===== src/rtl/ps2_frame_receiver_pkg.sv =====
// Shared definitions for the PS/2 device-to-host frame receiver.
package ps2_frame_receiver_pkg;

   localparam int unsigned PS2_DATA_BITS   = 8;
   localparam int unsigned BIT_COUNT_WIDTH = $clog2(PS2_DATA_BITS);

   typedef enum logic [1:0] {
      STATE_IDLE,
      STATE_DATA,
      STATE_PARITY,
      STATE_STOP
   } rxState_t;

   // True when data plus the parity bit hold an odd number of ones.
   function automatic logic oddParityOk(input logic [PS2_DATA_BITS-1:0] data, input logic parity);
      return (^data) ^ parity;
   endfunction

endpackage


===== src/rtl/ps2_frame_receiver_if.sv =====
// Byte delivery and error-pulse bundle between the receiver and the keyboard controller.
interface ps2_frame_receiver_if;
   import ps2_frame_receiver_pkg::*;

   logic [PS2_DATA_BITS-1:0] dataOut;
   logic                     dataValid;
   logic                     dataAck;
   logic                     parityError;
   logic                     frameError;
   logic                     overrun;

   modport master (
      output dataOut,
      output dataValid,
      input  dataAck,
      output parityError,
      output frameError,
      output overrun
   );

   modport slave (
      input  dataOut,
      input  dataValid,
      output dataAck,
      input  parityError,
      input  frameError,
      input  overrun
   );

endinterface


===== src/rtl/ps2_frame_receiver_falling_edge_detector.sv =====
// Registered-history falling edge detector for an already synchronized level.
module ps2_frame_receiver_falling_edge_detector (
   input  logic clock,
   input  logic reset,
   input  logic level,
   output logic fall_c
);

   logic prevLevel;

   // Track the previous level; resets high so an idle-high line gives no edge.
   always_ff @(posedge clock or posedge reset) begin
      if (reset) prevLevel <= 1'b1;
      else       prevLevel <= level;
   end

   assign fall_c = prevLevel & ~level;

endmodule


===== src/rtl/ps2_frame_receiver.sv =====
// PS/2 device-to-host frame receiver: start, 8 data bits LSB first, odd parity, stop.
module ps2_frame_receiver
   import ps2_frame_receiver_pkg::*;
#(
   parameter int unsigned timeoutWidth = 16,
   parameter int unsigned timeoutValue = 50000
) (
   input  logic                  clock,
   input  logic                  reset,
   input  logic                  ps2Clock,
   input  logic                  ps2Data,
   ps2_frame_receiver_if.master  rxBus
);

   localparam logic [timeoutWidth-1:0] TIMEOUT_LAST = timeoutWidth'(timeoutValue - 1);
   localparam logic [BIT_COUNT_WIDTH-1:0] LAST_BIT  = BIT_COUNT_WIDTH'(PS2_DATA_BITS - 1);

   rxState_t                   state;
   logic [timeoutWidth-1:0]    counter;
   logic [BIT_COUNT_WIDTH-1:0] bitCount;
   logic [PS2_DATA_BITS-1:0]   shift;
   logic                       parityOk;
   logic                       fall;

   ps2_frame_receiver_falling_edge_detector u_clockEdge (
      .clock  (clock),
      .reset  (reset),
      .level  (ps2Clock),
      .fall_c (fall)
   );

   // Frame FSM, inter-edge watchdog and one-deep holding register.
   always_ff @(posedge clock or posedge reset) begin
      if (reset) begin
         state             <= STATE_IDLE;
         counter           <= '0;
         bitCount          <= '0;
         shift             <= '0;
         parityOk          <= 1'b0;
         rxBus.dataOut     <= '0;
         rxBus.dataValid   <= 1'b0;
         rxBus.parityError <= 1'b0;
         rxBus.frameError  <= 1'b0;
         rxBus.overrun     <= 1'b0;
      end else begin
         rxBus.parityError <= 1'b0;
         rxBus.frameError  <= 1'b0;
         rxBus.overrun     <= 1'b0;

         // Consumer ack empties the holding register unless a new byte lands this edge.
         if (rxBus.dataValid && rxBus.dataAck) rxBus.dataValid <= 1'b0;

         if (fall) begin
            counter <= '0;
            case (state)
               STATE_IDLE: begin
                  if (!ps2Data) begin
                     state    <= STATE_DATA;
                     bitCount <= '0;
                  end
               end
               STATE_DATA: begin
                  shift    <= {ps2Data, shift[PS2_DATA_BITS-1:1]};
                  bitCount <= bitCount + BIT_COUNT_WIDTH'(1);
                  if (bitCount == LAST_BIT) state <= STATE_PARITY;
               end
               STATE_PARITY: begin
                  parityOk <= oddParityOk(shift, ps2Data);
                  state    <= STATE_STOP;
               end
               STATE_STOP: begin
                  state <= STATE_IDLE;
                  if (!ps2Data) begin
                     rxBus.frameError <= 1'b1;
                  end else if (!parityOk) begin
                     rxBus.parityError <= 1'b1;
                  end else if (rxBus.dataValid && !rxBus.dataAck) begin
                     rxBus.overrun <= 1'b1;
                  end else begin
                     rxBus.dataOut   <= shift;
                     rxBus.dataValid <= 1'b1;
                  end
               end
               default: state <= STATE_IDLE;
            endcase
         end else if (state == STATE_IDLE) begin
            counter <= '0;
         end else if (counter == TIMEOUT_LAST) begin
            // Device stopped clocking mid-frame: abandon the partial frame.
            state            <= STATE_IDLE;
            counter          <= '0;
            rxBus.frameError <= 1'b1;
         end else begin
            counter <= counter + timeoutWidth'(1);
         end
      end
   end

endmodule

===== src/flat_wrapper.sv =====
// flat-port wrapper written by rule: the top's interface ports become plain ports
module ps2_frame_receiver_flat import ps2_frame_receiver_pkg::*;
#(
   parameter int unsigned timeoutWidth = 16,
   parameter int unsigned timeoutValue = 50000
)
  (clock, reset, ps2Clock, ps2Data, rxBus_dataOut, rxBus_dataValid, rxBus_dataAck, rxBus_parityError, rxBus_frameError, rxBus_overrun);
  ps2_frame_receiver_if rxBus_i ();
  input  logic clock;
  input  logic reset;
  input  logic ps2Clock;
  input  logic ps2Data;
  output wire logic [$bits(rxBus_i.dataOut)-1:0] rxBus_dataOut;
  output wire logic [$bits(rxBus_i.dataValid)-1:0] rxBus_dataValid;
  input wire logic [$bits(rxBus_i.dataAck)-1:0] rxBus_dataAck;
  output wire logic [$bits(rxBus_i.parityError)-1:0] rxBus_parityError;
  output wire logic [$bits(rxBus_i.frameError)-1:0] rxBus_frameError;
  output wire logic [$bits(rxBus_i.overrun)-1:0] rxBus_overrun;
  assign rxBus_dataOut = rxBus_i.dataOut;
  assign rxBus_dataValid = rxBus_i.dataValid;
  assign rxBus_i.dataAck = rxBus_dataAck;
  assign rxBus_parityError = rxBus_i.parityError;
  assign rxBus_frameError = rxBus_i.frameError;
  assign rxBus_overrun = rxBus_i.overrun;
  ps2_frame_receiver #(.timeoutWidth(timeoutWidth), .timeoutValue(timeoutValue)) u_core (.clock(clock), .reset(reset), .ps2Clock(ps2Clock), .ps2Data(ps2Data), .rxBus(rxBus_i));
endmodule

===== config.mk =====
export PLATFORM = sky130hd
export DESIGN_NAME = ps2_frame_receiver_flat
export DESIGN_NICKNAME = d
export VERILOG_FILES = /design/src/rtl/ps2_frame_receiver_pkg.sv /design/src/rtl/ps2_frame_receiver_if.sv /design/src/rtl/ps2_frame_receiver_falling_edge_detector.sv /design/src/rtl/ps2_frame_receiver.sv /design/src/flat_wrapper.sv
export SDC_FILE = /design/constraint.sdc
export NUM_CORES = 1
export LEC_CHECK = 0
export ABC_AREA = 1
export CAP_MARGIN = 10
export CORE_ASPECT_RATIO = 0.6
export CORE_UTILIZATION = 45
export DETAILED_ROUTE_END_ITERATION = 10
export PLACE_DENSITY_LB_ADDON = 0.2
export SLEW_MARGIN = 20
export SYNTH_ARGS = -nofsm -noshare
export SYNTH_HDL_FRONTEND = slang
export SYNTH_SLANG_ARGS = --single-unit

===== constraint.sdc =====
create_clock -name clock -period 1.8 [get_ports clock]
set_clock_uncertainty 0.1 [all_clocks]
set_input_delay 0.36 -clock clock [delete_from_list [all_inputs] [get_ports clock]]
set_output_delay 0.36 -clock clock [all_outputs]
set_load 0.03 [all_outputs]

==> results of run 1 <==
## routing by layer
metal,global-route usage,share of wire,vias to the layer above
met4,0.0325,0.0034,0
met2,0.262,0.39,20
met3,0.0459,0.038,2
met1,0.314,0.57,876
li1,-,-,956
met5,0,0,-
## kinds of logic after synthesis
kind of cell	count (synthesis)	share of synthesized area
xor+xnor	6	0.0226
fa+ha+maj	8	0.0430
buf+inv	44	0.0839
compound gates	31	0.0817
flops	43	0.463
simple gates	154	0.306
## path summary, 6_finish.rpt
check	start	end	slack, ps	cells past startpoint
setup / recovery	u_core.rxBus.parityError	rxBus_parityError	70	1
hold / removal	reset	u_core.counter[1]	300	3
setup reg to reg	u_core.counter[0]	u_core.counter[9]	140	9
hold reg to reg	u_core.counter[0]	u_core.counter[0]	360	1
max in group asynchronous	reset	u_core.u_clockEdge.prevLevel	1030	3
min in group clock	u_core.counter[0]	u_core.counter[0]	360	1
## registers in the layout, indices dropped and copies added (netlist names)
name                          cells
u_core.rxBus.dataValid            1
u_core.parityOk                   1
u_core.rxBus.parityError          1
u_core.state                      2
u_core.bitCount                   3
u_core.counter                   16
u_core.u_clockEdge.prevLevel      1
u_core.rxBus.overrun              1
u_core.rxBus.frameError           1
u_core.shift                      8
u_core.rxBus.dataOut              8
## placed cells by master, fill, tap and decap left out, types with 2 or more instances in the layout
master                             n
sky130_fd_sc_hd__clkdlybuf4s50_1   6
sky130_fd_sc_hd__nand4_1           2
sky130_fd_sc_hd__ha_1              8
sky130_fd_sc_hd__o21a_1            6
sky130_fd_sc_hd__nand2_1          79
sky130_fd_sc_hd__and3_1            3
sky130_fd_sc_hd__xor2_1            3
sky130_fd_sc_hd__nand3_1          15
sky130_fd_sc_hd__buf_12            2
sky130_fd_sc_hd__dfrtp_1          42
sky130_fd_sc_hd__inv_1            32
sky130_fd_sc_hd__nor2_1           35
sky130_fd_sc_hd__xnor2_1           3
sky130_fd_sc_hd__nor3_1            4
sky130_fd_sc_hd__a21oi_1           7
sky130_fd_sc_hd__a32o_1            2
sky130_fd_sc_hd__nor2_4            3
sky130_fd_sc_hd__clkbuf_8          6
sky130_fd_sc_hd__nand2_2           5
sky130_fd_sc_hd__nor3_2            2
sky130_fd_sc_hd__o21ai_0          13
sky130_fd_sc_hd__dlymetal6s2s_1    5
sky130_fd_sc_hd__inv_2             4
sky130_fd_sc_hd__buf_4            11
sky130_fd_sc_hd__dlygate4sd2_1     5
## through the flow
step           utilization  hold slack (ps)  cell area, um^2  worst slack, ps
5_1_grt              0.574              338             2740           -0.695
6_report             0.574              302             2740             66.7
4_1_cts              0.571              317             2730             1.77
2_1_floorplan            -              264             2330              339
3_5_place_dp         0.552              351             2640            -11.5
3_3_place_gp         0.552              350             2640             6.75
## power by group through the flow
stage / registers, uW / logic (uW) / clock network [uW]
3_3_place_gp: 1250 / 728 / 0
5_1_grt: 1260 / 869 / 718
6_report: 1240 / 748 / 666
3_5_place_dp: 1250 / 750 / 0
4_1_cts: 1240 / 752 / 684
2_1_floorplan: 1230 / 564 / 0
## cell type report
| class | count | share of cell area |
|---|---|---|
| sequential | 43 | 0.393 |
| timing repair buffer | 29 | 0.105 |
| clock buffer | 6 | 0.0301 |
| clock inverter | 2 | 0.00593 |
| tap | 63 | 0.0287 |
| multi-input combinational | 199 | 0.385 |
| inverter | 38 | 0.0525 |
## what timing repair did
| action | in CTS | in global routing |
|---|---|---|
| gates resized for setup | 5 | 5 |
| hold endpoints to repair | 0 | 0 |
| setup endpoints to repair | 5 | 5 |
| pin swaps | 0 | 0 |
==> summary by stage, run 1 <==
Run status
The flow ran to the end, and the final reports show no timing, DRC or antenna violations.

Pwr
The static power due to leakage is 0.00144 uW. The switching power summed over all nets is 948 uW. Of the total power, the share spent switching nets is 0.358. The part of the power in registers is 0.467.

The power density over the cells is 967 nW/um^2. The peak supply drop is 0.000584 V. The share of total power dissipated in combinational logic is 0.282. The internal power of the cells totals 1700 uW. The completed layout was analyzed and its total power is 2650 uW. The portion of total power attributed to the clock network is 0.251.

Finish
The fraction of layout cells with a size suffix above 1 is 0.142. Fill cells in the final layout number 440. The post-route non-filler standard cell count is 380. The area growth from synthesis to layout is 17.8%. In the final layout, the multi-input gates occupy 1050 um^2. The number of diodes is 0. The sequential standard cell area is 1080 um^2. The final net count is 329.

Yosys
The post-synthesis instance area is 2330 um^2. The flip-flop and latch count after synthesis is 43. The sequential-to-total area share from yosys stat is 0.463.

Counting every net in the synthesized netlist gives 299. Counting distinct cell types in the post-synthesis netlist gives 33. Sorting the synthesized cells by how often they occur yields sky130_fd_sc_hd__nand2_1 (79), sky130_fd_sc_hd__dfrtp_1 (42), sky130_fd_sc_hd__nor2_1 (35). Among all cell types in the netlist, the one instantiated most often is sky130_fd_sc_hd__nand2_1. Synthesis produced a netlist whose cell count is 286.

The most used flip-flop cell after synthesis is sky130_fd_sc_hd__dfrtp_1. For this run, asynchronously set or reset flops after synthesis account for 1.00. The largest area contributor in the synthesized netlist is sky130_fd_sc_hd__dfrtp_1. The share of synthesized area in the top cell type comes to 0.452. In this run the mean area of a mapped cell was 8.14 um^2. In this run, synthesis inferred 0 flip-flops with an integrated enable. Ranked by total cell area, the synthesized netlist is headed by sky130_fd_sc_hd__dfrtp_1 (45%), sky130_fd_sc_hd__nand2_1 (13%), sky130_fd_sc_hd__nor2_1 (5.6%). The total of warnings raised by yosys is 0.

Global routing
The initial antenna violation count is 0. The total grt overflow is 0. The first global-routing pass estimated 8130 um of wire.

The via count of the first global-routing pass came to 1692. The aggregate global-route resource usage is 0.194. The maximum number of pins on one net before global-route repair is 44.

Floorplanning
Row generation in the floorplan step produced 19 rows. The starting density of the core is 0.487. During I/O placement, the number of pins put on the boundary was 17. The total area inside the core boundary comes to 4780 um^2.

The die covers 5470 um^2. From left edge to right edge, the die measures 94.8 um. The die extent in y is 57.7 um.

Worst setup path
The critical path in this run is classified as flip-flop to primary output. Along the worst path, the maximum fanout reaches 1. The critical path goes through clkdlybuf4s50_1. The sum of buffers and inverters on the critical path is 1. STA puts the critical path data arrival time at 1270 ps. STA classifies the critical path startpoint as a flip-flop.

The critical path required time is 1340 ps. Broken down by cell family, the worst path's largest delay share belongs to buffers and inverters. The delay contributed by the slowest stage of the critical path is 660 ps. The nature of the critical path endpoint is a primary output. The slowest cell on the critical path is sky130_fd_sc_hd__clkdlybuf4s50_1.

Drt
For this run, design rule violations remaining after detail routing come to 0. The via count of the routed design is 1854. The detail-routed net length per standard cell is 12.2 um. The first-pass iteration count of the detailed router is 5.

Summed over all layers, the routed wires come to 4650 um. Once detail routing completed, the nets flagged for antenna violations numbered 0. The vias per cell is 4.88. The violation count after the first detailed-routing iteration is 135.

Clock network
The number of H-tree branching levels is 2. Counting the buffers created by CTS gives 5. The clock tree from TritonCTS is done.

The source-to-sink clock delay at the later pin of the worst-skew pair is 290 ps. Clock tree synthesis found a total of 43 sinks. The post-cts hold buffer count is 0.

The clock-pin transition on the worst setup and hold timing paths is 90 ps. The number of buffers added for setup after CTS is 0. The cell sitting at the root of the clock tree is a sky130_fd_sc_hd__clkbuf_8. The maximum root-to-sink buffer count is 2.

Timing
The worst slew margin relative to its limit is 0.752. The count of pins over their slew limit is 0. The final count of hold timing violations is 0.

The transition time of the tightest slew-check pin is 371 ps. The highest clock frequency the design can meet is 0.577 GHz. The number of setup violations in the final report is 0. The clock period could shrink to 1730 ps.

The total negative slack is 0 ps. In the finished design, the share of the clock period the worst path needs comes to 0.963.

Min path
The worst hold path belongs to the class primary input to async pin.

Placed design
The post-DP HPWL is 3510 um. Port buffering added 16 buffers. The final weighted congestion of routability-driven global placement is 0.811.

In this run, placement finished with an instance count of 372.

Flow run
The max-capacitance violation count is 0.
No activity file was read; power rests on OpenSTA's default activity.
==> run 2, diff against run 1 <==
- CAP_MARGIN: 10 -> not set
==> results of run 2 <==
No change in the layout: final DEF, timing and power equal those of run 1.
==> run 3, diff against run 2 <==
- REMOVE_ABC_BUFFERS: not set -> 1
==> summary by stage, run 3 (synthesis results as in run 1) <==
Run status
The run finished with clean final reports.

Global routing
The aggregate global-route resource usage is 0.186. The first-pass GRT wire length is 7780 um. The total grt overflow is 0. The initial antenna violation count came to 0. The via count of the first global-routing pass is 1645.

Entering global routing, the biggest net connects 44 pins.

Timing
The number of setup violations in the final report is 0. Across all hold checks on the routed design, the worst slack comes to 299 ps. After layout, the minimum clock period comes to 1730 ps. Measured against its own limit, the worst slew margin works out to 0.785.

The total negative slack is 0 ps. The highest clock frequency the design can meet is 0.578 GHz. The final count of hold timing violations was 0. The count of pins over their slew limit is 0. Dividing the final minimum period by the clock period gives 0.961.

Setup repair after global routing left no endpoint under its margin. For the pin with the worst max-slew slack, the measured transition is 322 ps.

Pwr
Across the VDD grid, the largest voltage drop is 0.000558 V. The static power due to leakage is 0.00145 uW. The power density over the cells is 1010 nW/um^2.

Placed design
The total of buffers placed on input and output ports is 16. The total cell area at the placement stage is 2620 um^2. The post-DP HPWL is 3300 um. The final weighted congestion of routability-driven global placement is 0.760.

Finish
The largest register by flop count is u_core.counter. The library cells used most frequently in the layout, excluding fill and tap cells, are sky130_fd_sc_hd__nand2_1 (79), sky130_fd_sc_hd__dfrtp_1 (42), sky130_fd_sc_hd__nor2_1 (35). For this run, the post-layout net count is 327. The post-layout instance area is 2750 um^2.

The most common cell after layout, fill and taps aside is sky130_fd_sc_hd__nand2_1. The number of diodes is 0. The area growth from synthesis to layout is 18.0%. In the final layout, the share of cells above drive strength 1 is 0.137.

The largest registers in the layout are u_core.counter x16, u_core.rxBus.dataOut x8, u_core.shift x8. The flip-flop count of the largest register, all copies and words added is 16. Counting the fill cells in the layout gives 453.

Worst setup path
The sum of buffers and inverters on the critical path is 1. Of all nets on the critical path, the largest fanout is 1. The kind of cell with the highest combined delay along the critical path is buffers and inverters. At the worst endpoint, the required time is 1340 ps.

The critical path goes through clkdlybuf4s50_1. The data arrival at the endpoint of the critical path is 1270 ps. The category of the critical setup timing path is flip-flop to primary output. The type of origin of the critical path is a flip-flop.

The slowest stage of the critical path belongs to the cell sky130_fd_sc_hd__clkdlybuf4s50_1. The nature of the critical path endpoint is a primary output. The delay contributed by the slowest stage of the critical path is 650 ps.

Drt
The via count of the routed design is 1862. The count of nets left with antenna violations once routing finished came out at 0. For this run, the detailed router's first-pass iteration total came to 4.

After detailed routing, the number of remaining DRC violations is 0. The violation count after the first detailed-routing iteration is 121. Using the TritonRoute via totals, the vias-per-cell ratio works out to 4.93.

The detail-routed net length per standard cell is 11.9 um. The final routed wirelength across all metal layers is 4500 um.

Clock network
The master cell of the clock root buffer is sky130_fd_sc_hd__clkbuf_8. Counting the buffers created by CTS gives 5. The clock sink total is 43. The clock tree from TritonCTS is done. After clock tree synthesis, the clock-pin slew on the worst setup and hold paths is 90 ps. At the later pin of the worst-skew pair, clock insertion delay measures 290 ps.

The clock passes through at most 2 buffers. The number of buffers added for setup after CTS is 0. The number of H-tree branching levels is 2.

Floorplanning
The die is 94.8 um wide. The number of top-level design ports is 17. The placeable core area is 4780 um^2. The floorplan step set the die height to 57.7 um. For this configuration, the core starts out at a cell density of 0.487.

The number of placement rows is 19. The total die area is 5470 um^2.

Flow run
The max-capacitance violation count is 0.

Min path
The worst hold-check path type is primary input to async pin.
[run 3: cell types whose count changed in the layout (fill, tap and decap cells not counted)]
cell                         before  now
sky130_fd_sc_hd__buf_4           11    9
sky130_fd_sc_hd__bufinv_16        0    1
sky130_fd_sc_hd__clkbuf_8         6    5
sky130_fd_sc_hd__inv_6            0    1
sky130_fd_sc_hd__clkinvlp_4       1    0
[run 3: report_power, final]
part	internal [uW]	leakage, uW	total (uW)	switching [uW]
clock network	421	0.0000587	778	357
logic	296	0.000807	755	459
registers	1100	0.000581	1240	136
total	1820	0.00145	2770	952
[run 3: tightest hold or removal path, stage by stage]
cell	delay, ps
sky130_fd_sc_hd__clkdlybuf4s50_1	400
sky130_fd_sc_hd__clkinv_1	70
sky130_fd_sc_hd__buf_12	240
[run 3: path summary, 6_finish.rpt]
| kind | startpoint | to | slack, ps | depth (start not counted) |
|---|---|---|---|---|
| max in group asynchronous | reset | u_core.u_clockEdge.prevLevel | 1020 | 3 |
| worst min-delay path | reset | u_core.counter[3] | 300 | 3 |
| worst min register to register | u_core.counter[0] | u_core.counter[0] | 350 | 1 |
| worst max register to register | u_core.counter[0] | u_core.counter[9] | 180 | 9 |
| min in group clock | u_core.counter[0] | u_core.counter[0] | 350 | 1 |
| worst max-delay path | u_core.rxBus.frameError | rxBus_frameError | 70 | 1 |
[run 3: area by class of cell]
class	instances	area, um^2	share of cell area
clock buffers	5	68.8	0.0251
well taps	63	78.8	0.0287
repair buffers	27	274	0.0998
inverters	38	144	0.0524
multi-input cells	199	1050	0.384
clock inverters	3	47.5	0.0173
flip-flops and latches	43	1080	0.392
[run 3: repair_timing]
action | in CTS | in global routing
resized for setup | 5 | 5
endpoints found under the setup margin | 5 | 5
hold buffers | 0 | 0
[run 3: routing by layer]
metal,GRT usage,wire (um),vias to the layer above
met5,0,0,-
met4,0.0325,17,0
met3,0.0538,307,2
met2,0.234,1660,50
met1,0.308,2510,858
li1,-,-,952
[run 3: through the flow]
stage	instances	power [uW]	worst slack, ps	util
floorplan	280	1770	209	-
global placement	370	1980	27.1	0.549
detailed placement	370	2010	4.10	0.549
CTS	378	2800	1.84	0.572
global route	378	2970	2.96	0.574
finish	378	2770	69.6	0.574
